<file path="config.mk">
export PLATFORM = sky130hd
export DESIGN_NAME = lcd_cmd_seq_flat
export DESIGN_NICKNAME = d
export VERILOG_FILES = /design/src/rtl/lcd_cmd_seq_pkg.sv /design/src/rtl/lcd_cmd_seq_if.sv /design/src/rtl/lcd_cmd_fifo.sv /design/src/rtl/lcd_cmd_seq.sv /design/src/flat_wrapper.sv
export SDC_FILE = /design/constraint.sdc
export NUM_CORES = 1
export LEC_CHECK = 0
export BUFFER_PORTS_ARGS = -buffer_cell sky130_fd_sc_hd__buf_4
export CORE_MARGIN = 5
export CORE_UTILIZATION = 60
export DETAILED_ROUTE_END_ITERATION = 16
export PLACE_DENSITY = 0.77
export SETUP_SLACK_MARGIN = 0.1
export SKIP_CTS_REPAIR_TIMING = 1
export SYNTH_ARGS = -nofsm -noshare
export SYNTH_HDL_FRONTEND = slang
export SYNTH_SLANG_ARGS = --single-unit
</file>
<file path="constraint.sdc">
create_clock -name clk -period 3.26 [get_ports clk]
set_clock_uncertainty 0.2 [all_clocks]
set_input_delay 0.489 -clock clk [delete_from_list [all_inputs] [get_ports clk]]
set_output_delay 0.489 -clock clk [all_outputs]
set_load 0.02 [all_outputs]
</file>
<file path="src/rtl/lcd_cmd_seq_pkg.sv">
// Shared definitions for the LCD command sequencer: command codes, FSM states
// and the saturating issue-counter helper.
package lcd_cmd_seq_pkg;

  localparam int unsigned CMD_W    = 3;
  localparam int unsigned ISSUED_W = 7;

  typedef enum logic [CMD_W-1:0] {
    CMD_WRTBK = 3'd0,
    CMD_UP    = 3'd1,
    CMD_DN    = 3'd2,
    CMD_LF    = 3'd3,
    CMD_RT    = 3'd4,
    CMD_AVG   = 3'd5,
    CMD_MRR_X = 3'd6,
    CMD_MRR_Y = 3'd7
  } cmd_e;

  typedef enum logic [2:0] {
    ST_IDLE,
    ST_WAIT_RDY,
    ST_ISSUE,
    ST_WAIT_DONE,
    ST_FINISH
  } state_e;

  // Increment that sticks at the all-ones value.
  function automatic logic [ISSUED_W-1:0] sat_inc(input logic [ISSUED_W-1:0] v);
    return (v == '1) ? v : v + 7'd1;
  endfunction

endpackage

</file>
<file path="src/rtl/lcd_cmd_seq_if.sv">
// Command handshake between the sequencer (master) and the LCD controller (slave).
interface lcd_cmd_seq_if;
  import lcd_cmd_seq_pkg::*;

  logic [CMD_W-1:0] cmd;
  logic             cmd_valid;
  logic             busy;
  logic             done;

  modport master (output cmd, output cmd_valid, input busy, input done);
  modport slave  (input cmd, input cmd_valid, output busy, output done);

endinterface

</file>
<file path="src/rtl/lcd_cmd_fifo.sv">
// DEPTH x 3-bit synchronous FIFO. A push into a full FIFO is accepted when a
// pop happens in the same cycle; push_ok reports whether the push was taken.
module lcd_cmd_fifo
  import lcd_cmd_seq_pkg::*;
#(
  parameter int unsigned DEPTH = 16
) (
  input  logic             clk,
  input  logic             rst_n,
  input  logic             push,
  input  logic             pop,
  input  logic [CMD_W-1:0] din,
  output logic             push_ok,
  output logic             full,
  output logic             empty,
  output logic [CMD_W-1:0] head
);

  localparam int unsigned   AW       = $clog2(DEPTH);
  localparam logic [AW:0]   FULL_CNT = (AW+1)'(DEPTH);

  logic [AW-1:0]    wr_ptr_q, wr_ptr_d;
  logic [AW-1:0]    rd_ptr_q, rd_ptr_d;
  logic [AW:0]      count_q, count_d;
  logic [CMD_W-1:0] mem_q [DEPTH];
  logic             do_pop;

  // Status, handshake qualification and next pointer/count values.
  always_comb begin
    full     = (count_q == FULL_CNT);
    empty    = (count_q == '0);
    head     = mem_q[rd_ptr_q];
    do_pop   = pop & ~empty;
    push_ok  = push & (~full | do_pop);
    wr_ptr_d = wr_ptr_q;
    rd_ptr_d = rd_ptr_q;
    count_d  = count_q;
    if (push_ok) wr_ptr_d = wr_ptr_q + 1'b1;
    if (do_pop)  rd_ptr_d = rd_ptr_q + 1'b1;
    case ({push_ok, do_pop})
      2'b10:   count_d = count_q + 1'b1;
      2'b01:   count_d = count_q - 1'b1;
      default: count_d = count_q;
    endcase
  end

  // Pointer and occupancy registers.
  always_ff @(posedge clk or negedge rst_n) begin
    if (!rst_n) begin
      wr_ptr_q <= '0;
      rd_ptr_q <= '0;
      count_q  <= '0;
    end else begin
      wr_ptr_q <= wr_ptr_d;
      rd_ptr_q <= rd_ptr_d;
      count_q  <= count_d;
    end
  end

  // Storage array; contents are don't-care while the count says empty.
  always_ff @(posedge clk) begin
    if (push_ok) mem_q[wr_ptr_q] <= din;
  end

endmodule

</file>
<file path="src/rtl/lcd_cmd_seq.sv">
// LCD command sequencer: queues host commands and replays them to the LCD
// controller one per handshake while it is idle, then waits for write-back
// completion after WRTBK has been issued.
module lcd_cmd_seq
  import lcd_cmd_seq_pkg::*;
#(
  parameter int unsigned DEPTH = 16,
  parameter int unsigned GAP   = 1
) (
  input  logic                clk,
  input  logic                reset,
  input  logic                host_wr,
  input  logic [CMD_W-1:0]    host_cmd,
  output logic                host_full,
  input  logic                start,
  output logic                seq_busy,
  output logic                seq_done,
  output logic                ovf,
  output logic [ISSUED_W-1:0] issued,
  lcd_cmd_seq_if.master       lcd
);

  localparam logic [2:0] GAP_INIT = 3'(GAP);

  state_e              state_q, state_d;
  logic [2:0]          gap_q, gap_d;
  logic [ISSUED_W-1:0] issued_q, issued_d;
  logic [CMD_W-1:0]    cmd_q, cmd_d;
  logic                cmd_valid_q, cmd_valid_d;
  logic                seq_busy_q, seq_busy_d;
  logic                seq_done_q, seq_done_d;
  logic                ovf_q, ovf_d;
  logic                wrtbk_seen_q, wrtbk_seen_d;

  logic                fifo_push, fifo_pop, fifo_push_ok;
  logic                fifo_full, fifo_empty;
  logic [CMD_W-1:0]    fifo_head;

  // Once WRTBK is queued nothing may follow it; FINISH is only reachable
  // after a queued WRTBK, so this gate also blocks pushes in FINISH.
  always_comb begin
    fifo_push = host_wr & ~wrtbk_seen_q & (state_q != ST_FINISH);
    fifo_pop  = (state_q == ST_ISSUE);
  end

  lcd_cmd_fifo #(
    .DEPTH(DEPTH)
  ) u_fifo (
    .clk    (clk),
    .rst_n  (reset),
    .push   (fifo_push),
    .pop    (fifo_pop),
    .din    (host_cmd),
    .push_ok(fifo_push_ok),
    .full   (fifo_full),
    .empty  (fifo_empty),
    .head   (fifo_head)
  );

  // Next-state, gap/issue counters, command register and sticky flags.
  always_comb begin
    state_d      = state_q;
    gap_d        = gap_q;
    issued_d     = issued_q;
    cmd_d        = cmd_q;
    cmd_valid_d  = 1'b0;
    seq_busy_d   = seq_busy_q;
    seq_done_d   = seq_done_q;
    ovf_d        = ovf_q;
    wrtbk_seen_d = wrtbk_seen_q;

    if (host_wr && !fifo_push_ok)                   ovf_d        = 1'b1;
    if (fifo_push_ok && (host_cmd == CMD_WRTBK))    wrtbk_seen_d = 1'b1;

    case (state_q)
      ST_IDLE: begin
        if (start) begin
          state_d    = ST_WAIT_RDY;
          seq_busy_d = 1'b1;
        end
      end
      ST_WAIT_RDY: begin
        if (gap_q != '0) gap_d = gap_q - 1'b1;
        if (!lcd.busy && !fifo_empty && (gap_q == '0)) state_d = ST_ISSUE;
      end
      ST_ISSUE: begin
        cmd_d       = fifo_head;
        cmd_valid_d = 1'b1;
        issued_d    = sat_inc(issued_q);
        if (fifo_head == CMD_WRTBK) begin
          state_d = ST_WAIT_DONE;
        end else begin
          state_d = ST_WAIT_RDY;
          gap_d   = GAP_INIT;
        end
      end
      ST_WAIT_DONE: begin
        if (lcd.done) begin
          state_d    = ST_FINISH;
          seq_busy_d = 1'b0;
          seq_done_d = 1'b1;
        end
      end
      ST_FINISH: state_d = ST_FINISH;
      default:   state_d = ST_IDLE;
    endcase
  end

  // FSM and registered outputs.
  always_ff @(posedge clk or negedge reset) begin
    if (!reset) begin
      state_q      <= ST_IDLE;
      gap_q        <= '0;
      issued_q     <= '0;
      cmd_q        <= '0;
      cmd_valid_q  <= 1'b0;
      seq_busy_q   <= 1'b0;
      seq_done_q   <= 1'b0;
      ovf_q        <= 1'b0;
      wrtbk_seen_q <= 1'b0;
    end else begin
      state_q      <= state_d;
      gap_q        <= gap_d;
      issued_q     <= issued_d;
      cmd_q        <= cmd_d;
      cmd_valid_q  <= cmd_valid_d;
      seq_busy_q   <= seq_busy_d;
      seq_done_q   <= seq_done_d;
      ovf_q        <= ovf_d;
      wrtbk_seen_q <= wrtbk_seen_d;
    end
  end

  always_comb begin
    host_full     = fifo_full;
    seq_busy      = seq_busy_q;
    seq_done      = seq_done_q;
    ovf           = ovf_q;
    issued        = issued_q;
    lcd.cmd       = cmd_q;
    lcd.cmd_valid = cmd_valid_q;
  end

endmodule

</file>
<file path="src/flat_wrapper.sv">
// flat-port wrapper written by rule: the top's interface ports become plain ports
module lcd_cmd_seq_flat import lcd_cmd_seq_pkg::*;
#(
  parameter int unsigned DEPTH = 16,
  parameter int unsigned GAP   = 1
)
  (clk, reset, host_wr, host_cmd, host_full, start, seq_busy, seq_done, ovf, issued, lcd_cmd, lcd_cmd_valid, lcd_busy, lcd_done);
  lcd_cmd_seq_if lcd_i ();
  input  logic clk;
  input  logic reset;
  input  logic host_wr;
  input  logic [CMD_W-1:0] host_cmd;
  output logic host_full;
  input  logic start;
  output logic seq_busy;
  output logic seq_done;
  output logic ovf;
  output logic [ISSUED_W-1:0] issued;
  output wire logic [$bits(lcd_i.cmd)-1:0] lcd_cmd;
  output wire logic [$bits(lcd_i.cmd_valid)-1:0] lcd_cmd_valid;
  input wire logic [$bits(lcd_i.busy)-1:0] lcd_busy;
  input wire logic [$bits(lcd_i.done)-1:0] lcd_done;
  assign lcd_cmd = lcd_i.cmd;
  assign lcd_cmd_valid = lcd_i.cmd_valid;
  assign lcd_i.busy = lcd_busy;
  assign lcd_i.done = lcd_done;
  lcd_cmd_seq #(.DEPTH(DEPTH), .GAP(GAP)) u_core (.clk(clk), .reset(reset), .host_wr(host_wr), .host_cmd(host_cmd), .host_full(host_full), .start(start), .seq_busy(seq_busy), .seq_done(seq_done), .ovf(ovf), .issued(issued), .lcd(lcd_i));
endmodule
</file>
==> results.yml, run 1 <==
placement:
  io_buffers: 23
  dp.cells: 366
  gp_congestion: 0.822
  dp_hpwl_um: 4920
clock_tree:
  cts_root_buffer: "clkbuf_8"
  cts.sinks: 82
  numCtsBuffers: 9
  clk_latency_ps: 350
  clockBufferDepth: 2
  cts.htree.levels: 3
  clk_pin_slew_ps: 80
  tritoncts: "done"
pwr:
  p_per_area_nw_per_um2: 761
  ir_drop_uv: 608
  p_clk_share_pct: 27.0
  p_int_uw: 2230
  p_leak_uw: 0.00167
  switching_share_pct: 31.4
  pwr-share-comb_pct: 29.1
  p_sw_uw: 1020
  sequentialPowerShare_pct: 43.8
detailed_routing:
  firstDrtPassIters: 5
  routed_wl_um: 7030
  vias: 2267
  drtAntennaViolNets: 0
  dr.first_iter.drc_count: 171
  viasPerCell: 5.92
  post_drt_wl_per_cell_um: 18.4
  drc: 0
finish:
  final_nets: 324
  area_delta_synth_final_pct: 14.6
  finalNonFillerCells: 383
  fillCellCount: 374
  diodes: 0
  drive_gt1_share_pct: 22.4
synth:
  ys_ff_latch: 82
  synth_top_area_share_pct: 38.6
  avgSynthCellArea_um2: 13.9
  ys_seq_area_share_pct: 61.5
  synth.area.top_cells: "edfxtp_1 (39%), dfrtp_1 (23%), mux4_2 (4.8%)"
  syn-num-nets: 290
  netlist_area_um2: 3730
  synthCells: 269
  synthFlopType: "edfxtp_1"
  synth_edf_count: 48
  synthArstFlopShare_pct: 41.5
  post_synth_num_cell_types: 49
  yosysWarnings: 0
  synth_most_common_cell: "edfxtp_1"
  yosys.area.top_type: "edfxtp_1"
  yosys-top-cells-count: "edfxtp_1 (48), dfrtp_1 (34), nand2_1 (21)"
timing:
  setup_viol: 0
  tightest_slew_ps: 521
  rsz0062_at_grt: "no"
  relSlewSlack_pct: 65.0
  fin_crit_sh_pct: 91.1
  period_needed_ps: 2970
  slew_viol_final: 0
  fmax_mhz: 337
  fin_setup_tns_ps: 0
  hold_violations: 0
floorplanning:
  rows: 28
  pin_count: 24
  die_h_um: 88.8
  die_x_um: 88.8
  dieArea_um2: 7890
  initial_core_util_pct: 62.3
  fp.coreArea_um2: 5990
grt:
  antenna_found_initial: 0
  grt_pass1_wl_um: 11700
  grt_max_degree: 35
  grt_use_total_pct: 20.3
  overflow: 0
  grt_pass1_vias: 2277
min_path:
  hp-class: "in2reg"
flow_run:
  cap_violations: 0
setup_path:
  cp.required_ps: 3290
  crit_arrival_ps: 3000
  path_class: "reg2reg"
  cp_max_fo: 10
  cp-start-kind: "register"
  endpoint_kind: "register"
run_status:
  status: "finished, final reports clean"
==> critical path, cell delays in order (launching register included) <==
cell and delay, ps:
dfrtp_1 510, or3b_2 560, a221o_1 410, inv_1 180
ha_1 290, a21o_1 170, a21oi_1 170, xor2_1 160
nand2_1 80, xnor2_1 130
==> placed cells by master (no fill, tap or decap), drive strengths merged, types with 2 or more instances in the layout <==
cell type  instances
mux2i              2
nor4               5
nor2b              4
a21o               4
bufinv             3
xnor2             12
edfxtp            48
a31oi              3
inv               17
nand4              3
nor2              12
mux4              11
nand3              6
a21oi             11
nor3               5
dfrtp             34
nand2             21
and3               4
o21ai             10
or3b               2
xor2               4
mux2               5
and2               4
nand2b             2
ha                11
a22oi              2
clkbuf            11
buf               33
==> cell type report <==
cell class              instances  area [um^2]  share of cell area, %
clock inverters                 5          103                   2.40
flip-flops and latches         82         2290                   53.7
well taps                      75         93.8                   2.19
repair buffers                 34          258                   6.03
inverters                      17         63.8                   1.49
clock buffers                  11          141                   3.31
multi-input cells             159         1320                   30.9
==> path summary, 6_finish.rpt <==
kind / start / to / slack [ps] / cells after the start
worst max-delay path: u_core.state_q[2] / u_core.u_fifo.count_q[4] / 290 / 9
worst min-delay path: host_wr / u_core.ovf / 160 / 2
worst max register to register: u_core.state_q[2] / u_core.u_fifo.count_q[4] / 290 / 9
worst min register to register: u_core.wrtbk_seen_q / u_core.wrtbk_seen_q / 260 / 2
max in group asynchronous: reset / u_core.state_q[0] / 2100 / 2
min in group asynchronous: reset / u_core.lcd.cmd[1] / 430 / 2
==> cell families after synthesis <==
logic type | synth area share [%]
flip-flops | 61.5
AND/OR/NAND/NOR | 9.59
AO/OA/AOI/OAI | 8.69
multiplexers | 8.99
buffers and inverters | 3.29
adder cells (fa/ha/maj) | 4.23
XOR/XNOR | 3.76
==> registers in the layout, indices dropped and copies added, names as in the netlist <==
register	cells
u_core.u_fifo.mem_q	48
u_core.issued	7
u_core.u_fifo.count_q	5
u_core.u_fifo.rd_ptr_q	4
u_core.lcd.cmd_valid	1
u_core.gap_q	3
u_core.u_fifo.wr_ptr_q	4
u_core.lcd.cmd	3
u_core.wrtbk_seen_q	1
u_core.seq_done	1
u_core.ovf	1
u_core.seq_busy	1
u_core.state_q	3
==> through the flow <==
step                worst slack [ps]  util [%]  hold WS, ps  power [uW]  area (um^2)
finish                           291      71.4          164        3250         4280
CTS                              245      71.1         -112        3260         4260
detailed placement               309      67.0          256        2380         4010
global route                     104      71.4          163        3450         4280
global placement                 395      67.0          243        2350         4010
floorplan                        549         -        -6.59        2120         3730
==> per-layer routing <==
layer	GRT usage, %	routed length, um
met5	0	0
met4	7.55	110
met3	4.19	358
met2	32.0	3570
met1	28.1	3000
==> power groups by stage <==
stage,combinational [uW],sequential (uW),clock (uW)
2_1_floorplan,725,1400,0
3_3_place_gp,920,1430,0
3_5_place_dp,947,1440,0
4_1_cts,956,1420,888
5_1_grt,1060,1450,938
6_report,948,1430,878
Power figures use the tool's default switching activity.
==> run 2, diff against run 1 <==
Settings changed: PLACE_DENSITY 0.77 to unset, PLACE_DENSITY_LB_ADDON set to 0.08.
==> results.yml, run 2 (synthesis results as in run 1) <==
grt:
  grt_max_degree: 35
  grt_use_total_pct: 19.4
  grt_pass1_vias: 2197
  busiest_layer: "met1"
  grt.met3_usage_pct: 3.45
  grt_pass1_wl_um: 11200
  antenna_found_initial: 0
  met2_usage_pct: 27.8
  met1_usage_pct: 30.3
  overflow: 0
clock_tree:
  cts_root_buffer: "clkbuf_8"
  tritoncts: "done"
  cts.sinks: 82
  clk_latency_ps: 340
  cts.htree.levels: 3
  numCtsBuffers: 9
  clk_pin_slew_ps: 80
  clockBufferDepth: 2
detailed_routing:
  viasPerCell: 5.84
  routed_wl_um: 6760
  drtAntennaViolNets: 0
  firstDrtPassIters: 4
  vias: 2220
  dr.first_iter.drc_count: 124
  post_drt_wl_per_cell_um: 17.8
  drc: 0
setup_path:
  crit_arrival_ps: 3040
  endpoint_kind: "register"
  path_class: "reg2reg"
  slowest_delay_ps: 570
  cp_max_fo: 13
  cp_top_family: "compound AO/OA/AOI/OAI gates"
  critPathBufInv: 1
  crit_chain: "or3b_2 -> a221o_1 -> inv_1 -> ha_1 -> a21o_1 -> a21oi_1 -> xor2_1 -> nand2_1 -> xnor2_1"
  cp-start-kind: "register"
  cp.required_ps: 3280
  critPathSlowestCell: "or3b_2"
placement:
  dp_hpwl_um: 4850
  dp.cells: 363
  io_buffers: 23
  placed_area_um2: 3990
  gp_congestion: 0.838
timing:
  fmax_mhz: 331
  rsz0062_at_grt: "no"
  fin_setup_tns_ps: 0
  relSlewSlack_pct: 54.5
  setup_viol: 0
  period_needed_ps: 3020
  slew_viol_final: 0
  fin_crit_sh_pct: 92.7
  tightest_slew_ps: 676
  hold_violations: 0
floorplanning:
  die_h_um: 88.8
  fp.coreArea_um2: 5990
  die_x_um: 88.8
  dieArea_um2: 7890
  rows: 28
  pin_count: 24
  initial_core_util_pct: 62.3
finish:
  area_delta_synth_final_pct: 13.6
  fin_area_um2: 4240
  finalNonFillerCells: 380
  regMostFlops: "u_core.u_fifo.mem_q"
  layout_common_cells: "edfxtp_1 (48), dfrtp_1 (33), buf_4 (30)"
  diodes: 0
  final_common_cell: "edfxtp_1"
  largest_reg_flops: 48
  drive_gt1_share_pct: 20.7
  final_util_pct: 70.7
  final_nets: 321
flow_run:
  cap_violations: 0
run_status:
  status: "finished, final reports clean"
min_path:
  hp-class: "in2reg"
pwr:
  ir_drop_uv: 607
  p_leak_uw: 0.00165
  finalPower_uw: 3210
  p_per_area_nw_per_um2: 757
-- run 2: per-layer routing --
metal  part of all wire, %  vias to the layer above
met5                     0                        -
met4                  0.78                        0
met3                   3.3                        6
met2                    47                       46
met1                    49                     1108
li1                      -                     1060
-- run 2: path summary, 6_finish.rpt --
check                                        from                         to  slack, ps  cells past startpoint
worst max-delay path            u_core.state_q[0]   u_core.u_fifo.count_q[4]        240                      9
worst min-delay path                      host_wr                 u_core.ovf        160                      2
worst max register to register  u_core.state_q[0]   u_core.u_fifo.count_q[4]        240                      9
worst min register to register         u_core.ovf                 u_core.ovf        270                      1
max in group asynchronous                   reset          u_core.state_q[1]       2100                      2
min in group asynchronous                   reset  u_core.u_fifo.rd_ptr_q[2]        430                      2
-- run 2: layout make-up --
cell class              count  area, um^2
fillers                   415        1760
well taps                  75        93.8
clock buffers              10         128
repair buffers             31         235
flip-flops and latches     82        2290
inverters                  17        63.8
multi-input cells         159        1320
clock inverters             6         106
-- run 2: worst register-to-register path, delay by kind of cell, from the launching register on --
family / cells / cell delay [ps]
buf+inv: 1 / 180
fa+ha+maj: 1 / 290
compound gates: 3 / 750
xor+xnor: 2 / 310
simple gates: 2 / 670
flops: 1 / 520
-- run 2: where the power goes --
group	switching, uW	internal [uW]	leakage, uW	total [uW]
combinational	465	476	0.000694	941
clock	347	505	0.000114	852
sequential	184	1230	0.000840	1410
total	997	2210	0.00165	3210
-- run 2: per-stage QoR --
stage	worst slack, ps	hold slack (ps)
floorplan	549	-6.59
global placement	386	242
detailed placement	310	248
CTS	220	-98.8
global route	118	159
finish	239	164
==> run 3, diff against run 2 <==
Settings changed: GPL_TIMING_DRIVEN set to 0.
==> results.yml, run 3 (synthesis results as in run 1) <==
grt:
  grt_pass1_vias: 2227
  grt_pass1_wl_um: 11300
  grt_max_degree: 35
  grt_use_total_pct: 19.7
  overflow: 0
  antenna_found_initial: 0
placement:
  dp_hpwl_um: 4990
  placed_area_um2: 4000
  gp_congestion: 0.783
  pre_cts_ws_ps: 176
  io_buffers: 23
finish:
  largest_reg_flops: 48
  diodes: 0
  layout_common_cells: "edfxtp_1 (48), dfrtp_1 (34), buf_4 (25)"
  drive_gt1_share_pct: 19.4
  final_common_cell: "edfxtp_1"
  multiInputGateArea_um2: 1330
  final_nets: 325
  final_util_pct: 70.5
  fillCellCount: 402
  regMostFlops: "u_core.u_fifo.mem_q"
  fin_area_um2: 4230
  area_delta_synth_final_pct: 13.3
  seq_area_um2: 2290
timing:
  layout_setup_ws_ps: 338
  relSlewSlack_pct: 44.2
  period_needed_ps: 2920
  tightest_slew_ps: 830
  setup_viol: 0
  fin_setup_tns_ps: 0
  rsz0062_at_grt: "no"
  fin_crit_sh_pct: 89.6
  fmax_mhz: 342
  hold_violations: 0
  slew_viol_final: 0
clock_tree:
  cts.sinks: 82
  numCtsBuffers: 9
  cts_root_buffer: "clkbuf_8"
  clockBufferDepth: 2
  clk_latency_ps: 340
  clk_pin_slew_ps: 80
  tritoncts: "done"
  cts.htree.levels: 3
floorplanning:
  rows: 28
  die_h_um: 88.8
  pin_count: 24
  initial_core_util_pct: 62.3
  dieArea_um2: 7890
  die_x_um: 88.8
  fp.coreArea_um2: 5990
setup_path:
  slowest_delay_ps: 380
  endpoint_kind: "register"
  path_class: "reg2reg"
  cp-start-kind: "register"
  cp_max_fo: 10
  critPathSlowestCell: "a221o_1"
  crit_chain: "buf_4 -> or3b_1 -> buf_2 -> a221o_1 -> inv_2 -> ha_1 -> a21o_1 -> a21oi_1 -> xor2_1 -> nand2_1 -> xnor2_1"
  crit_arrival_ps: 2940
  cp.required_ps: 3280
pwr:
  ir_drop_uv: 487
  p_clk_share_pct: 24.2
  sequentialPowerShare_pct: 42.5
  p_leak_uw: 0.00163
  switching_share_pct: 32.3
  p_sw_uw: 1030
  p_int_uw: 2150
  finalPower_uw: 3180
  pwr-share-comb_pct: 33.3
  p_per_area_nw_per_um2: 752
detailed_routing:
  drc: 0
  firstDrtPassIters: 4
  dr.first_iter.drc_count: 169
  vias: 2277
  drtAntennaViolNets: 0
  post_drt_wl_per_cell_um: 18.5
  viasPerCell: 5.93
  routed_wl_um: 7120
min_path:
  hp-class: "in2reg"
flow_run:
  cap_violations: 0
run_status:
  status: "finished, final reports clean"
run 3: cell types whose count changed in the layout (fill, tap and decap cells not counted), sizes merged:
cell	delta
clkinvlp	-1
buf	-2
clkbuf	+9
clkinv	-1
bufinv	-1
run 3: worst max-delay path, delay by kind of cell, from the launching register on:
family          cells  cell delay [ps]
fa+ha+maj           1              270
simple gates        2              420
compound gates      3              740
buf+inv             3              510
flops               1              370
xor+xnor            2              300
run 3: through the flow:
stage                     hold slack (ps)  instances
after floorplan                     -6.59        269
after global placement                241        367
after detailed placement              246        367
after CTS                           -96.5        383
after global routing                  175        384
final                                 166        384
run 3: layout make-up:
type	instances	share of cell area [%]
Multi-Input combinational cell	159	31.5
Timing Repair Buffer	24	4.32
Inverter	17	1.51
Buffer	11	1.39
Clock inverter	3	1.54
Tap cell	75	2.22
Sequential cell	82	54.2
Clock buffer	13	3.29
run 3: per-layer routing:
metal | vias to the layer above | wire (um) | global-route usage [%]
li1 | 1067 | - | -
met1 | 1136 | 3240 | 27.2
met5 | - | 0 | 0
met3 | 10 | 322 | 4.38
met2 | 64 | 3480 | 30.0
met4 | 0 | 81 | 8.93
run 3: worst paths after layout:
check,startpoint,endpoint,slack [ps],cells past startpoint
max in group asynchronous,reset,u_core.ovf,2100,2
setup / recovery,u_core.state_q[2],u_core.u_fifo.count_q[4],340,11
min in group asynchronous,reset,u_core.u_fifo.rd_ptr_q[2],440,2
setup reg to reg,u_core.state_q[2],u_core.u_fifo.count_q[4],340,11
hold / removal,host_wr,u_core.ovf,170,2
hold reg to reg,u_core.ovf,u_core.ovf,270,1
run 3: power groups by stage:
| stage | logic (uW) | clock network (uW) | registers, uW |
|---|---|---|---|
| after floorplan | 725 | 0 | 1400 |
| after global placement | 1020 | 0 | 1350 |
| after detailed placement | 1050 | 0 | 1360 |
| after CTS | 1060 | 770 | 1340 |
| after global routing | 1160 | 822 | 1370 |
| final | 1060 | 769 | 1350 |
